`config.mk`:
```
export PLATFORM = sky130hd
export DESIGN_NAME = sample_scheduler
export DESIGN_NICKNAME = d
export VERILOG_FILES = /design/src/rtl/health_pkg.sv /design/src/rtl/rr_arbiter.sv /design/src/rtl/sample_scheduler.sv
export SDC_FILE = /design/constraint.sdc
export NUM_CORES = 1
export LEC_CHECK = 0
export BUFFER_PORTS_ARGS = -buffer_cell sky130_fd_sc_hd__buf_2
export CAP_MARGIN = 20
export CORE_MARGIN = 3
export CORE_UTILIZATION = 50
export CTS_CLUSTER_SIZE = 14
export DETAILED_ROUTE_END_ITERATION = 10
export PLACE_DENSITY = 0.74
export SLEW_MARGIN = 30
export SYNTH_ARGS = -nofsm -noshare
export SYNTH_HDL_FRONTEND = slang
export SYNTH_HIERARCHICAL = 1
export SYNTH_SLANG_ARGS = --single-unit
```
`constraint.sdc`:
```
create_clock -name clk -period 2.2 [get_ports clk]
set_input_delay 0.22 -clock clk [delete_from_list [all_inputs] [get_ports clk]]
set_output_delay 0.22 -clock clk [all_outputs]
set_load 0.005 [all_outputs]
```
`src/rtl/health_pkg.sv`:
```
// Shared types and default watchdog limits for the health monitor datapath.
package health_pkg;

    typedef enum logic [1:0] {IDLE, SETTLE, CONVERT, FINISH} sched_state_t;

    localparam int SETTLE_MAX_DFLT   = 16;
    localparam int CONV_TIMEOUT_DFLT = 255;

endpackage

```
`src/rtl/rr_arbiter.sv`:
```
// Round-robin pick: first set req bit searching upward from last_ch+1, wrapping.
// Purely combinational; no backpressure, the caller decides when to take the pick.
module rr_arbiter #(
    parameter int N_CH = 4,
    parameter int CH_W = (N_CH > 1) ? $clog2(N_CH) : 1
) (
    input  logic [N_CH-1:0] req,
    input  logic [CH_W-1:0] last_ch,
    output logic [N_CH-1:0] grant,
    output logic [CH_W-1:0] idx
);

    logic            found;
    logic [CH_W-1:0] cand;

    always_comb begin
        grant = '0;
        idx   = '0;
        found = 1'b0;
        cand  = '0;
        // Offset N_CH lands back on last_ch, so a lone requester may win again.
        for (int i = 1; i <= N_CH; i++) begin
            cand = CH_W'((int'(last_ch) + i) % N_CH);
            if (!found && req[cand]) begin
                found       = 1'b1;
                grant[cand] = 1'b1;
                idx         = cand;
            end
        end
    end

endmodule

```
`src/rtl/sample_scheduler.sv`:
```
// Shares one delay_counter and one ADC between N_CH channels: settle, convert, report.
// All outputs registered; grant on the edge req is seen, done the cycle after adc_done; req is level, no abort.
module sample_scheduler
    import health_pkg::*;
#(
    parameter  int N_CH         = 4,
    parameter  int SETTLE_MAX   = SETTLE_MAX_DFLT,
    parameter  int CONV_TIMEOUT = CONV_TIMEOUT_DFLT,
    localparam int CH_W         = (N_CH > 1) ? $clog2(N_CH) : 1
) (
    input  logic            clk,
    input  logic            rst,
    input  logic [N_CH-1:0] req,
    input  logic            dly_done,
    input  logic            adc_done,
    output logic            dly_clr,
    output logic [N_CH-1:0] grant,
    output logic [CH_W-1:0] sel,
    output logic            adc_start,
    output logic [N_CH-1:0] done,
    output logic            err,
    output logic            busy
);

    localparam int WD_MAX = (SETTLE_MAX > CONV_TIMEOUT) ? SETTLE_MAX : CONV_TIMEOUT;
    localparam int WD_W   = $clog2(WD_MAX + 1);

    sched_state_t    state, state_nxt;
    logic [WD_W-1:0] wd, wd_nxt;
    logic [CH_W-1:0] last_ch, last_nxt, sel_nxt, arb_idx;
    logic [N_CH-1:0] grant_nxt, done_nxt, arb_grant;
    logic            dly_clr_nxt, adc_start_nxt, err_nxt, busy_nxt;

    rr_arbiter #(
        .N_CH (N_CH),
        .CH_W (CH_W)
    ) u_arb (
        .req     (req),
        .last_ch (last_ch),
        .grant   (arb_grant),
        .idx     (arb_idx)
    );

    always_ff @(posedge clk or negedge rst) begin
        if (!rst) begin
            state     <= IDLE;
            wd        <= '0;
            last_ch   <= CH_W'(N_CH - 1);
            grant     <= '0;
            sel       <= '0;
            dly_clr   <= 1'b1;
            adc_start <= 1'b0;
            done      <= '0;
            err       <= 1'b0;
            busy      <= 1'b0;
        end else begin
            state     <= state_nxt;
            wd        <= wd_nxt;
            last_ch   <= last_nxt;
            grant     <= grant_nxt;
            sel       <= sel_nxt;
            dly_clr   <= dly_clr_nxt;
            adc_start <= adc_start_nxt;
            done      <= done_nxt;
            err       <= err_nxt;
            busy      <= busy_nxt;
        end
    end

    // Next-state logic computes the value each registered output takes in the coming cycle.
    always_comb begin
        state_nxt     = state;
        wd_nxt        = wd;
        last_nxt      = last_ch;
        grant_nxt     = grant;
        sel_nxt       = sel;
        dly_clr_nxt   = 1'b1;
        adc_start_nxt = 1'b0;
        done_nxt      = '0;
        err_nxt       = 1'b0;
        busy_nxt      = 1'b1;

        case (state)
            IDLE: begin
                busy_nxt = 1'b0;
                if (|req) begin
                    state_nxt   = SETTLE;
                    grant_nxt   = arb_grant;
                    sel_nxt     = arb_idx;
                    wd_nxt      = '0;
                    dly_clr_nxt = 1'b0;
                    busy_nxt    = 1'b1;
                end
            end
            SETTLE: begin
                if (dly_done) begin
                    state_nxt     = CONVERT;
                    adc_start_nxt = 1'b1;
                    wd_nxt        = '0;
                end else if (wd == WD_W'(SETTLE_MAX - 1)) begin
                    state_nxt = FINISH;
                    done_nxt  = grant;
                    err_nxt   = 1'b1;
                end else begin
                    wd_nxt      = wd + 1'b1;
                    dly_clr_nxt = 1'b0;
                end
            end
            CONVERT: begin
                if (adc_done) begin
                    state_nxt = FINISH;
                    done_nxt  = grant;
                end else if (wd == WD_W'(CONV_TIMEOUT - 1)) begin
                    state_nxt = FINISH;
                    done_nxt  = grant;
                    err_nxt   = 1'b1;
                end else begin
                    wd_nxt = wd + 1'b1;
                end
            end
            FINISH: begin
                state_nxt = IDLE;
                last_nxt  = sel;
                grant_nxt = '0;
                busy_nxt  = 1'b0;
            end
            default: begin
                state_nxt = IDLE;
                grant_nxt = '0;
                busy_nxt  = 1'b0;
            end
        endcase
    end

endmodule

```
# Word level (Yosys, flattened, before mapping)
# Index checks and enable logic that the tools add are counted.
# op_classes
add_sub_neg	5
magnitude_cmp	8
n_eq_ne	11
n_mux	58
bitwise_logic	3
reduce_logical	18
# ops
op	count
two-way mux 8 bit	5
two-way mux 4 bit	9
case mux 8 bit (3 select lines)	1
two-way mux 1 bit	20
two-way mux 2 bit	9
case mux 4 bit (2 select lines)	2
less-than comparator 2 x 3 -> 1 bit (second input constant)	4
OR 4 bit	3
!= test 3 bit (second input constant)	3
adder 8 x 1 -> 8 bit (second input constant)	1
binary-select mux 1 bit (select 2 bit)	4
demux 1 bit (select 2 bit)	4
equality test 8 x 4 -> 1 bit (second input constant)	1
equality test 8 bit (second input constant)	1
>= comparator 2 x 1 -> 1 bit (second input constant)	4
case mux 2 bit (4 select lines)	1
logical AND 1 bit	7
!= test 2 bit (second input constant)	3
case mux 1 bit (2 select lines)	3
AND reduction 5 bit	1
adder 2 x 1 -> 2 bit (second input constant)	2
adder 2 bit (second input constant)	2
equality test 2 bit (second input constant)	2
AND reduction 2 bit	2
other kinds (7)	9
# word_totals
reg_bits	26
inputBits	8
output_inout_bits	14
word_cells	113

# Logic depth before layout (Yosys ltp)
# Gate-level depths: netlist of the first run.
# logic_depth
depth_word	15
mapped_depth	9
depth_no_buf	8

# Modules after synthesis
# The synthesis of the first run kept the hierarchy.
# by_module_without_submodules
module	instances	cells_per_inst	area_per_inst_um2	seq_area_each_um2
sample_scheduler	1	126	1393.8	654.4
rr_arbiter	1	59	490.5	0.0

# Worst setup path before layout of the first run
# OpenSTA, ideal clock, no wires.
# synth_path
path_type	register -> register
startpoint	register last_ch[0]
endpoint	register grant[0]
setup_time_ps	134
t_arrival_ps	2182
required_ps	2066
slack_ps	-115
path_stages_with_launch	10
path_buffers	1
period_less_slack_ps	2315
path_cell_list	dfstp_2 buf_4 inv_1 ha_1 mux4_2 nand2_1 o21ai_1 a221o_1 mux2i_1 o21ai_0
# synth_via
elab_chain_cells	15
word_cells_on_any_way	50
classes_between	add/sub: 4; order compare: 8; mux: 25; bitwise: 3; reduce/logical: 10
# synth_rtl
element	line_no	rtl
start, declared	sample_scheduler.sv:30	logic [CH_W-1:0] last_ch, last_nxt, sel_nxt, arb_idx;
start signal, assigned	sample_scheduler.sv:48	last_ch <= CH_W'(N_CH - 1);
start signal, assigned	sample_scheduler.sv:59	last_ch <= last_nxt;
branches (longest 12 deep; another with less-than comparator 2 x 3 -> 1 bit)	--	
two-way mux 4 bit *	rr_arbiter.sv:24	if (!found && req[cand]) begin
via arb_grant[0]	sample_scheduler.sv:31	logic [N_CH-1:0] grant_nxt, done_nxt, arb_grant;
two-way mux 4 bit *	sample_scheduler.sv:86	if (|req) begin
case mux 4 bit (2 select lines) *	sample_scheduler.sv:83	case (state)
end signal, assigned	sample_scheduler.sv:60	grant <= grant_nxt;
end, declared	sample_scheduler.sv:17	output logic [N_CH-1:0] grant,
# Mark *: on every way through the listed nets, which the timed path passes. The select of a mux whose other input is x is not followed.
# A chain may end at the register's enable or synchronous reset.

# Worst setup path in the final report of the first run
# layout_path
startpoint	register last_ch[0]
endpoint	register grant[1]
# The elaborated chain is that of the path after synthesis.

==> qor.txt, run 1 <==
status = finished, final reports clean
CTS sink cnt = 26
First-pass DRT Iterations = 4
CTS HTree Levels = 1
Async SR Flop Fraction = 1.00
endpoint class of the critical path = register
synth top area cells = dfrtp_1 31%, ha_1 10%, dfstp_2 4.2%, nand2_1 3.6%, mux2_2 3.0%
Final Util = 0.653
Psw = 1230 uW
Final Hold Vio Count = 0
Fin Clk Skew = 0.00139 ns
Clk network pwr share = 0.132
DR WL/cell = 16.4 um
Area growth, synth to finish = 20.2%
grt ovf = 0
gr usage total = 0.204
Internal = 1760 uW
CTS clk-pin slew, worst paths = 0.09 ns
clk root buf = clkbuf_8
Worst path top cell family by delay = flip-flops
drt drc = 0
total number of vias = 1,640
core area = 3470 sq um
Min-Delay Path Class = in -> reg
Mapped Nets = 208
crit path cell chain = inv_2, ha_4, mux4_2, nand2_1, o21ai_1, a221o_1, mux2i_1, o21ai_0
Ant. Diodes = 0
hpwl dp = 3110 um
EDFF count, synth = 0
Synth top area share = 0.305
number of fill cells = 294
DR iter-0 viols = 80
Yosys reg bits = 26
Die H = 67.4 um
area of the multi-input gates = 1190 sq um
Die Wd = 67.4 um
Worst Path Required = 2.36 ns
Slowest-stage cell, CP = dfstp_2
Setup violations, final = 0
die footprint = 4540 sq um
vias in the first global route = 1,609
Post-Syn Area = 1880 sq um
max-cap violations = 0
setup_tns = 0 ns
Bufs and invs on worst path = 1
Slew headroom = 0.607
CTS tree = done
Mapped Avg Cell Area = 10.2 sq um
Leak Pwr = 0.00109 uW
largest net degree at the start of global routing = 27
IO Pins = 22
vias per inst = 6.14
Logic pwr share = 0.627
most frequent cell after synthesis = dfrtp_1
Slew @ Worst Pin = 0.586 ns
Crit path largest cell delay = 0.60 ns
WL final = 4390 um
Port Buffers = 21
CTS Buf Count = 3
row count = 21
fin. max-slew vios = 0
first-pass GRT wire length = 7230 um
Routed Antenna Nets = 0
Layout Nets = 245
Yosys warning total = 6
post-synthesis cell type count = 58
most common library cells after synthesis = 23 x dfrtp_1, 18 x nand2_1, 15 x ha_1, 13 x inv_1
clk_lat worst skew = 0.27 ns
Worst setup SP type = register
sequential cell fraction of total power = 0.240
final worst path period need = 2.07 ns
Setup Crit Path Kind = reg -> reg
post-synthesis cell count = 185
crit-path max FO = 5
initial antenna violation count = 0
fin crit share = 0.939
Pwr per Cell Area = 1320 nW/um^2
Routability Congestion = 0.934
Crit path arrival time = 2.22 ns
sw frac = 0.410
peak supply drop = 0.659 mV
Sequential Area = 654 sq um
initial core utilization = 0.543
layout cell share with drive strength beyond 1 = 0.312
most used flip-flop cell after synthesis = dfrtp_1
largest area contributor in the netlist = dfrtp_1
Seq/Total Area, Yosys = 0.347
fmax = 0.484 GHz
Longest Clk Path Bufs = 2
[per-layer routing]
layer / wire [um] / vias to the layer above / track usage
met1: 2020 / 830 / 0.262
met3: 193 / 0 / 0.0416
met5: 0 / - / 0
li1: - / 764 / -
met4: 0 / 0 / 0.0304
met2: 2180 / 46 / 0.360
[worst paths after layout]
check | endpoint | slack, ns | cells past startpoint | startpoint
worst max-delay path | grant[1] | 0.13 | 8 | last_ch[0]
worst min-delay path | adc_start | 0.21 | 2 | dly_done
worst max register to register | grant[1] | 0.13 | 8 | last_ch[0]
worst min register to register | grant[2] | 0.55 | 2 | grant[2]
max in group asynchronous | wd[1] | 1.34 | 2 | rst
min in group asynchronous | wd[6] | 0.48 | 2 | rst
[area by class of cell]
class / instances / share of cell area
clock inverter: 1 / 0.0133
tap: 46 / 0.0254
sequential: 26 / 0.289
inverter: 14 / 0.0232
multi-input combinational: 139 / 0.527
timing repair buffer: 38 / 0.104
clock buffer: 3 / 0.0182
[flip-flops by register name, summed over array words and instances (netlist names)]
name and count:
adc_start 1, busy 1, dly_clr 1, done 4
err 1, grant 4, last_ch 2, sel 2
state 2, wd 8
[worst reg2reg max path, stage by stage, from the launching register on]
cell and delay (ns):
dfstp_2 0.60, inv_2 0.07, ha_4 0.29, mux4_2 0.35
nand2_1 0.11, o21ai_1 0.06, a221o_1 0.25, mux2i_1 0.12
o21ai_0 0.09
[metrics by stage]
| stage | hold slack [ns] | std cells | power, uW | worst slack (ns) | instance area (sq um) |
|---|---|---|---|---|---|
| after floorplan | -0.0756 | 185 | 1930 | 0.0268 | 1900 |
| after global placement | 0.244 | 257 | 2320 | 0.0927 | 2100 |
| final | 0.214 | 267 | 2990 | 0.134 | 2260 |
| after detailed placement | 0.253 | 257 | 2400 | -0.00471 | 2100 |
| after global routing | 0.226 | 267 | 3220 | -0.0103 | 2260 |
| after CTS | 0.215 | 265 | 2860 | 0.0975 | 2210 |
[cell usage in the layout (no fill, tap or decap), drive strengths merged, types with 3 or more instances in the layout]
master	instances
buf	37
dfrtp	23
nand2	18
ha	15
o21ai	15
inv	13
mux2	7
and3	5
mux2i	5
nand3	4
nor2b	4
a21oi	4
nor3	4
o22ai	4
a221o	4
nor2	4
o41ai	4
a2111oi	4
nand4	3
clkbuf	3
dfstp	3
and2b	3
mux4	3
[power groups by stage]
stage,Clock (uW),Sequential (uW),Combinational [uW]
floorplan,0,737,1190
global placement,0,733,1590
detailed placement,0,747,1660
CTS,400,719,1740
global route,422,740,2050
finish,396,719,1880
[cells by family (layout without fill, tap and decap cells)]
logic type               count (synthesis)  count (layout)  synth area share
multiplexers                            14              15            0.0923
adder cells (fa/ha/maj)                 15              15            0.0996
AO/OA/AOI/OAI                           50              50             0.220
flip-flops                              26              26             0.347
buffers and inverters                   21              56            0.0531
AND/OR/NAND/NOR                         59              59             0.187
[what timing repair did]
item                                    4_1_cts  5_1_grt
gates resized for setup                       0        6
endpoints found under the setup margin        3       10
setup buffers                                 3        1
pin swaps                                     0        1
hold buffers                                  1        0
endpoints found under the hold margin        23        0
cloned                                        0        1
Note: power is estimated with default switching activity, not from simulation.
==> run 2, diff against run 1 <==
--- a/config.mk
+++ b/config.mk
@@ -7,11 +7,13 @@
 export LEC_CHECK = 0
 export BUFFER_PORTS_ARGS = -buffer_cell sky130_fd_sc_hd__buf_2
 export CAP_MARGIN = 20
+export CORE_ASPECT_RATIO = 2
 export CORE_MARGIN = 3
 export CORE_UTILIZATION = 50
 export CTS_CLUSTER_SIZE = 14
 export DETAILED_ROUTE_END_ITERATION = 10
 export PLACE_DENSITY = 0.74
+export RECOVER_POWER = 25
 export SLEW_MARGIN = 30
 export SYNTH_ARGS = -nofsm -noshare
 export SYNTH_HDL_FRONTEND = slang
==> run 2 against run 1 <==
Effect of this change:
- combinational power about the same
- worst hold slack improved by 0.010 ns
- sequential share of layout area increased by 0.64 points
- first-iteration DRC count decreased by 30%
- routed wire length increased by 3.8%
- utilization decreased by 3.9 points
- sequential cell count unchanged
- critical path depth unchanged
- register-to-register slack got worse by 0.09 ns
- sequential power increased by 0.7%
- non-clock buffer count decreased by 1
- clock skew increased by 0.0030 ns
- highest routed layer is now met4
==> qor.txt, run 2 (synthesis gave the netlist of run 1 again) <==
status = finished, final reports clean
largest register by flop count = wd
RSZ-0062 raised after global routing = true
gr usage total = 0.218 (+0.0136)
vias in the first global route = 1,686 (+4.8%)
drt drc = 0 (unchanged)
Slew headroom = 0.0789 (-0.528)
IO Pins = 22 (unchanged)
Layout Nets = 243 (-0.82%)
DR iter-0 viols = 56 (-30%)
fmax = 0.464 GHz (-4.1%)
grt ovf = 0 (unchanged)
core area = 3610 sq um (+4.0%)
WHS = 0.224 ns (+0.0103 ns)
R2R setup slack = 0.04 ns (-0.09 ns)
clk_lat worst skew = 0.27 ns (about the same)
max-cap violations = 0 (unchanged)
Worst setup SP type = register
RR Startpoint = last_ch[0]
Fin Clk Skew = 0.00443 ns (+0.00304 ns)
vias per inst = 6.01 (-2.1%)
crit path to = grant[3]
hpwl dp = 3610 um (+16%)
Die H = 92.8 um (+38%)
layout cell share with drive strength beyond 1 = 0.324 (+0.0120)
Port Buffers = 21 (unchanged)
initial core utilization = 0.522 (-0.0209)
fin. max-slew vios = 0 (unchanged)
Reg2Reg Depth = 8 (unchanged)
Final Hold Vio Count = 0 (unchanged)
die footprint = 4590 sq um (+0.98%)
CTS HTree Levels = 1 (unchanged)
Die Wd = 49.4 um (-27%)
Largest regs = wd x8, done x4, grant x4
RR Endpoint = grant[3]
Ant. Diodes = 0 (unchanged)
final worst path period need = 2.16 ns (+0.0893 ns)
fin crit share = 0.980 (+0.0406)
Routability Congestion = 0.936 (+0.20%)
Leak Pwr = 0.00107 uW (-2.0%)
Longest Clk Path Bufs = 2 (unchanged)
largest net degree at the start of global routing = 27 (unchanged)
Slew @ Worst Pin = 1.38 ns (+0.796 ns)
CTS Buf Count = 3 (unchanged)
Min-Delay Path Class = in -> reg
peak supply drop = 0.858 mV (+30%)
Placed Instances = 261 (+1.6%)
row count = 31 (+48%)
commonest non-fill, non-tap cell in the layout = dfrtp_1
crit-path max FO = 7 (+2)
WL final = 4560 um (+3.8%)
total number of vias = 1,612 (-1.7%)
CTS tree = done
Setup violations, final = 0 (unchanged)
Routed Antenna Nets = 0 (unchanged)
Pwr per Cell Area = 1300 nW/um^2 (-1.5%)
Setup Crit Path Kind = reg -> reg
CTS sink cnt = 26 (unchanged)
most frequent cells in the layout = 23 x dfrtp_1, 20 x buf_2, 16 x nand2_1
initial antenna violation count = 0 (unchanged)
first-pass GRT wire length = 7880 um (+9.0%)
endpoint class of the critical path = register
Worst Path Required = 2.36 ns (about the same)
crit path from = last_ch[0]
First-pass DRT Iterations = 4 (unchanged)
Crit path arrival time = 2.32 ns (+0.10 ns)
DR WL/cell = 17.0 um (+3.4%)
clk root buf = clkbuf_8
CTS clk-pin slew, worst paths = 0.09 ns (about the same)
max reg flops = 8 (unchanged)
final cell count without fillers = 268 (+0.37%)
Area growth, synth to finish = 17.6%
==> run 2: cell count changes in the layout (fill, tap and decap cells not counted), moves of 2 or more <==
cell       change
a2111oi_0      +2
a2111oi_1      -2
nand2_1        -2
nand2_2        +2
o21ai_0        -2
o21ai_2        +2
==> run 2: worst min path at each step <==
stage / end / slack [ns] / startpoint / cells past startpoint
finish: adc_start / 0.22 / dly_done / 2
floorplan: adc_start / -0.08 / rst / 0
global route: adc_start / 0.23 / dly_done / 2
global placement: done[0] / 0.25 / rst / 1
detailed placement: done[2] / 0.25 / rst / 1
CTS: adc_start / 0.22 / dly_done / 2
==> run 2: worst max-delay path: stages, from the launching register on <==
cell     delay, ns
dfstp_2       0.61
inv_2         0.07
ha_4          0.27
mux4_2        0.38
nand2_2       0.12
o21ai_2       0.06
a221o_1       0.26
mux2i_1       0.17
o21ai_1       0.09
==> run 2: layer usage <==
layer,up-vias,track usage,wire length [um]
li1,751,-,-
met2,29,0.439,2730
met1,820,0.209,1630
met3,12,0.0193,72
met4,0,0.104,122
met5,-,0,0
==> run 2: where the power goes <==
| part | total, uW | internal (uW) | leakage (uW) | switching [uW] |
|---|---|---|---|---|
| Combinational | 1850 | 861 | 0.000704 | 986 |
| Clock | 314 | 160 | 0.0000288 | 154 |
| Sequential | 724 | 617 | 0.000337 | 107 |
| Total | 2880 | 1640 | 0.00107 | 1250 |
==> run 2: timing repair <==
action	in CTS	in global routing
endpoints found under the hold margin	23	0
setup buffers	2	0
endpoints found under the setup margin	1	8
pin swaps	0	3
resized for setup	0	9
hold buffers	1	0
==> run 2: through the flow <==
stage	TNS, ns	setup WS (ns)	area, sq um	utilization	total power [uW]
after global placement	0	0.157	2110	0.586	2380
after global routing	-0.0290	-0.0290	2220	0.614	3080
after floorplan	0	0.0268	1900	-	1930
after detailed placement	-0.0124	-0.0124	2110	0.586	2470
after CTS	0	0.0344	2190	0.608	2820
final	0	0.0445	2220	0.614	2880
==> run 2: area by class of cell <==
type / count / area [sq um]
repair buffers: 37 / 226
inverters: 14 / 52.6
multi-input cells: 138 / 1170
fillers: 328 / 1390
flip-flops and latches: 26 / 654
clock buffers: 4 / 55.1
well taps: 49 / 61.3
==> run 3, diff against run 2 <==
--- a/config.mk
+++ b/config.mk
@@ -7,7 +7,6 @@
 export LEC_CHECK = 0
 export BUFFER_PORTS_ARGS = -buffer_cell sky130_fd_sc_hd__buf_2
 export CAP_MARGIN = 20
-export CORE_ASPECT_RATIO = 2
 export CORE_MARGIN = 3
 export CORE_UTILIZATION = 50
 export CTS_CLUSTER_SIZE = 14
==> run 3 against run 2 <==
Effect of this change:
- first-iteration DRC count is 41% higher
- clock skew is 0.0030 ns lower
- via count is 1.7% higher
- global-route usage is 1.4 points lower
- critical path type unchanged
- die area is 0.97% lower
- utilization is 3.8 points higher
- cell count is 0.37% lower
- total power is 3.7% higher
- sequential power is 0.7% lower
- sequential cell count stayed put
==> qor.txt, run 3 (synthesis gave the netlist of run 1 again) <==
commonest non-fill, non-tap cell in the layout = dfrtp_1
Worst setup SP type = register
pre-CTS WS = -0.00471 ns (+0.00773 ns)
Slew headroom = 0.0648 (-0.0141)
crit path cell chain = inv_2, ha_4, mux4_2, nand2_1, o21ai_1, a221o_1, mux2i_1, o21ai_0
Crit path arrival time = 2.22 ns (-0.10 ns)
Setup Crit Path Kind = reg -> reg
Slew @ Worst Pin = 1.40 ns (+0.0211 ns)
core area = 3470 sq um (-3.9%)
hpwl dp = 3110 um (-14%)
Reg2Reg Depth = 8 (unchanged)
fmax = 0.484 GHz (+4.3%)
Worst Hold Path EP = adc_start
Bufs and invs on worst path = 1 (unchanged)
gr usage total = 0.204 (-0.0136)
Setup violations, final = 0 (unchanged)
vias in the first global route = 1,609 (-4.6%)
max-cap violations = 0 (unchanged)
Worst Path Required = 2.36 ns (about the same)
layout cell share with drive strength beyond 1 = 0.308 (-0.0165)
Worst path top cell family by delay = flip-flops
Leak Pwr = 0.00109 uW (+1.8%)
Port Buffers = 21 (unchanged)
CTS sink cnt = 26 (unchanged)
sw frac = 0.410 (-0.0220)
R2R setup slack = 0.13 ns (+0.09 ns)
total number of vias = 1,640 (+1.7%)
WL final = 4390 um (-3.7%)
RR Endpoint = grant[1]
vias per inst = 6.14 (+2.1%)
setup slack after layout = 0.134 ns (+0.0893 ns)
Die H = 67.4 um (-27%)
CTS Buf Count = 3 (unchanged)
Largest regs = wd x8, done x4, grant x4
RR Startpoint = last_ch[0]
endpoint class of the critical path = register
max reg flops = 8 (unchanged)
CTS clk-pin slew, worst paths = 0.09 ns (about the same)
Final Hold Vio Count = 0 (unchanged)
Logic pwr share = 0.627 (-0.013)
Hold Crit Depth = 2 (unchanged)
initial core utilization = 0.543 (+0.0209)
Ant. Diodes = 0 (unchanged)
Longest Clk Path Bufs = 2 (unchanged)
Psw = 1230 uW (-1.6%)
Area growth, synth to finish = 20.1%
number of fill cells = 295 (-10%)
hold_sp = dly_done
initial antenna violation count = 0 (unchanged)
Routed Antenna Nets = 0 (unchanged)
Final Util = 0.653 (+0.0383)
CTS HTree Levels = 1 (unchanged)
peak supply drop = 0.659 mV (-23%)
largest register by flop count = wd
row count = 21 (-32%)
total power draw = 2990 uW (+3.7%)
status = finished, final reports clean
CTS tree = done
Crit path largest cell delay = 0.60 ns (about the same)
final worst path period need = 2.07 ns (-0.0893 ns)
DR iter-0 viols = 79 (+41%)
Fin Clk Skew = 0.00139 ns (-0.00304 ns)
drt drc = 0 (unchanged)
sequential cell fraction of total power = 0.240 (-0.011)
DR WL/cell = 16.4 um (-3.3%)
Die Wd = 67.4 um (+36%)
grt ovf = 0 (unchanged)
most frequent cells in the layout = 23 x dfrtp_1, 20 x buf_2, 18 x nand2_1
IO Pins = 22 (unchanged)
fin crit share = 0.939 (-0.0406)
First-pass DRT Iterations = 4 (unchanged)
Clk network pwr share = 0.132 (+0.023)
crit-path max FO = 5 (-2)
Min-Delay Path Class = in -> reg
largest net degree at the start of global routing = 27 (unchanged)
Internal = 1760 uW (+7.7%)
Layout Nets = 245 (+0.82%)
Slowest-stage cell, CP = dfstp_2
clk_lat worst skew = 0.27 ns (about the same)
fin. max-slew vios = 0 (unchanged)
die footprint = 4540 sq um (-0.97%)
Routability Congestion = 0.934 (-0.20%)
clk root buf = clkbuf_8
Pwr per Cell Area = 1320 nW/um^2 (+1.5%)
first-pass GRT wire length = 7230 um (-8.2%)
==> run 3: cell count changes in the layout (fill, tap and decap cells not counted), moves of 2 or more <==
cell / previous run / this run
a2111oi_0: 4 / 2
nand2_2: 2 / 0
o21ai_0: 4 / 6
nand2_1: 16 / 18
a2111oi_1: 0 / 2
o21ai_2: 3 / 1
==> run 3: worst register-to-register path, stage by stage, from the launching register on <==
cell and delay (ns):
dfstp_2 0.60, inv_2 0.07, ha_4 0.29, mux4_2 0.35
nand2_1 0.11, o21ai_1 0.06, a221o_1 0.25, mux2i_1 0.12
o21ai_0 0.09
==> run 3: how the worst max path moves through the flow <==
stage               startpoint       end  slack [ns]  cells past startpoint
floorplan           last_ch[0]  grant[0]        0.03                      9
global placement    last_ch[0]  grant[0]        0.09                      8
detailed placement  last_ch[0]  grant[3]      -0.005                      8
CTS                 last_ch[0]  grant[3]         0.1                      8
global route          state[1]     wd[3]       -0.01                      7
finish              last_ch[0]  grant[1]        0.13                      8
==> run 3: power by group through the flow <==
stage                     Combinational (uW)  Sequential [uW]  Clock, uW
after floorplan                         1190              737          0
after global placement                  1590              733          0
after detailed placement                1660              747          0
after CTS                               1740              719        400
after global routing                    2050              740        422
final                                   1880              719        396
==> run 3: final cells by class <==
cell class	count	area (sq um)	share of cell area
multi-input cells	139	1190	0.527
well taps	46	57.6	0.0254
clock inverters	1	30.0	0.0133
flip-flops and latches	26	654	0.289
repair buffers	38	234	0.103
clock buffers	3	41.3	0.0182
inverters	14	52.6	0.0232
==> run 3: routing by layer <==
metal,vias up,global-route usage,share of wire
met2,46,0.360,0.50
met1,830,0.262,0.46
met4,0,0.0304,0
li1,764,-,-
met3,0,0.0416,0.044
met5,-,0,0
==> run 3: repair_timing <==
item | CTS | global route
pin swaps | 0 | 1
cloned | 0 | 1
resized for setup | 0 | 6
endpoints found under the setup margin | 3 | 10
setup buffers | 3 | 1
hold buffers | 1 | 0
endpoints found under the hold margin | 23 | 0
==> run 3: through the flow <==
step	instance area (sq um)	hold WS (ns)	instances	TNS (ns)
2_1_floorplan	1900	-0.0756	185	0
3_3_place_gp	2100	0.244	257	0
3_5_place_dp	2100	0.253	257	-0.00471
4_1_cts	2210	0.215	265	0
5_1_grt	2260	0.226	267	-0.0113
6_report	2260	0.214	267	0
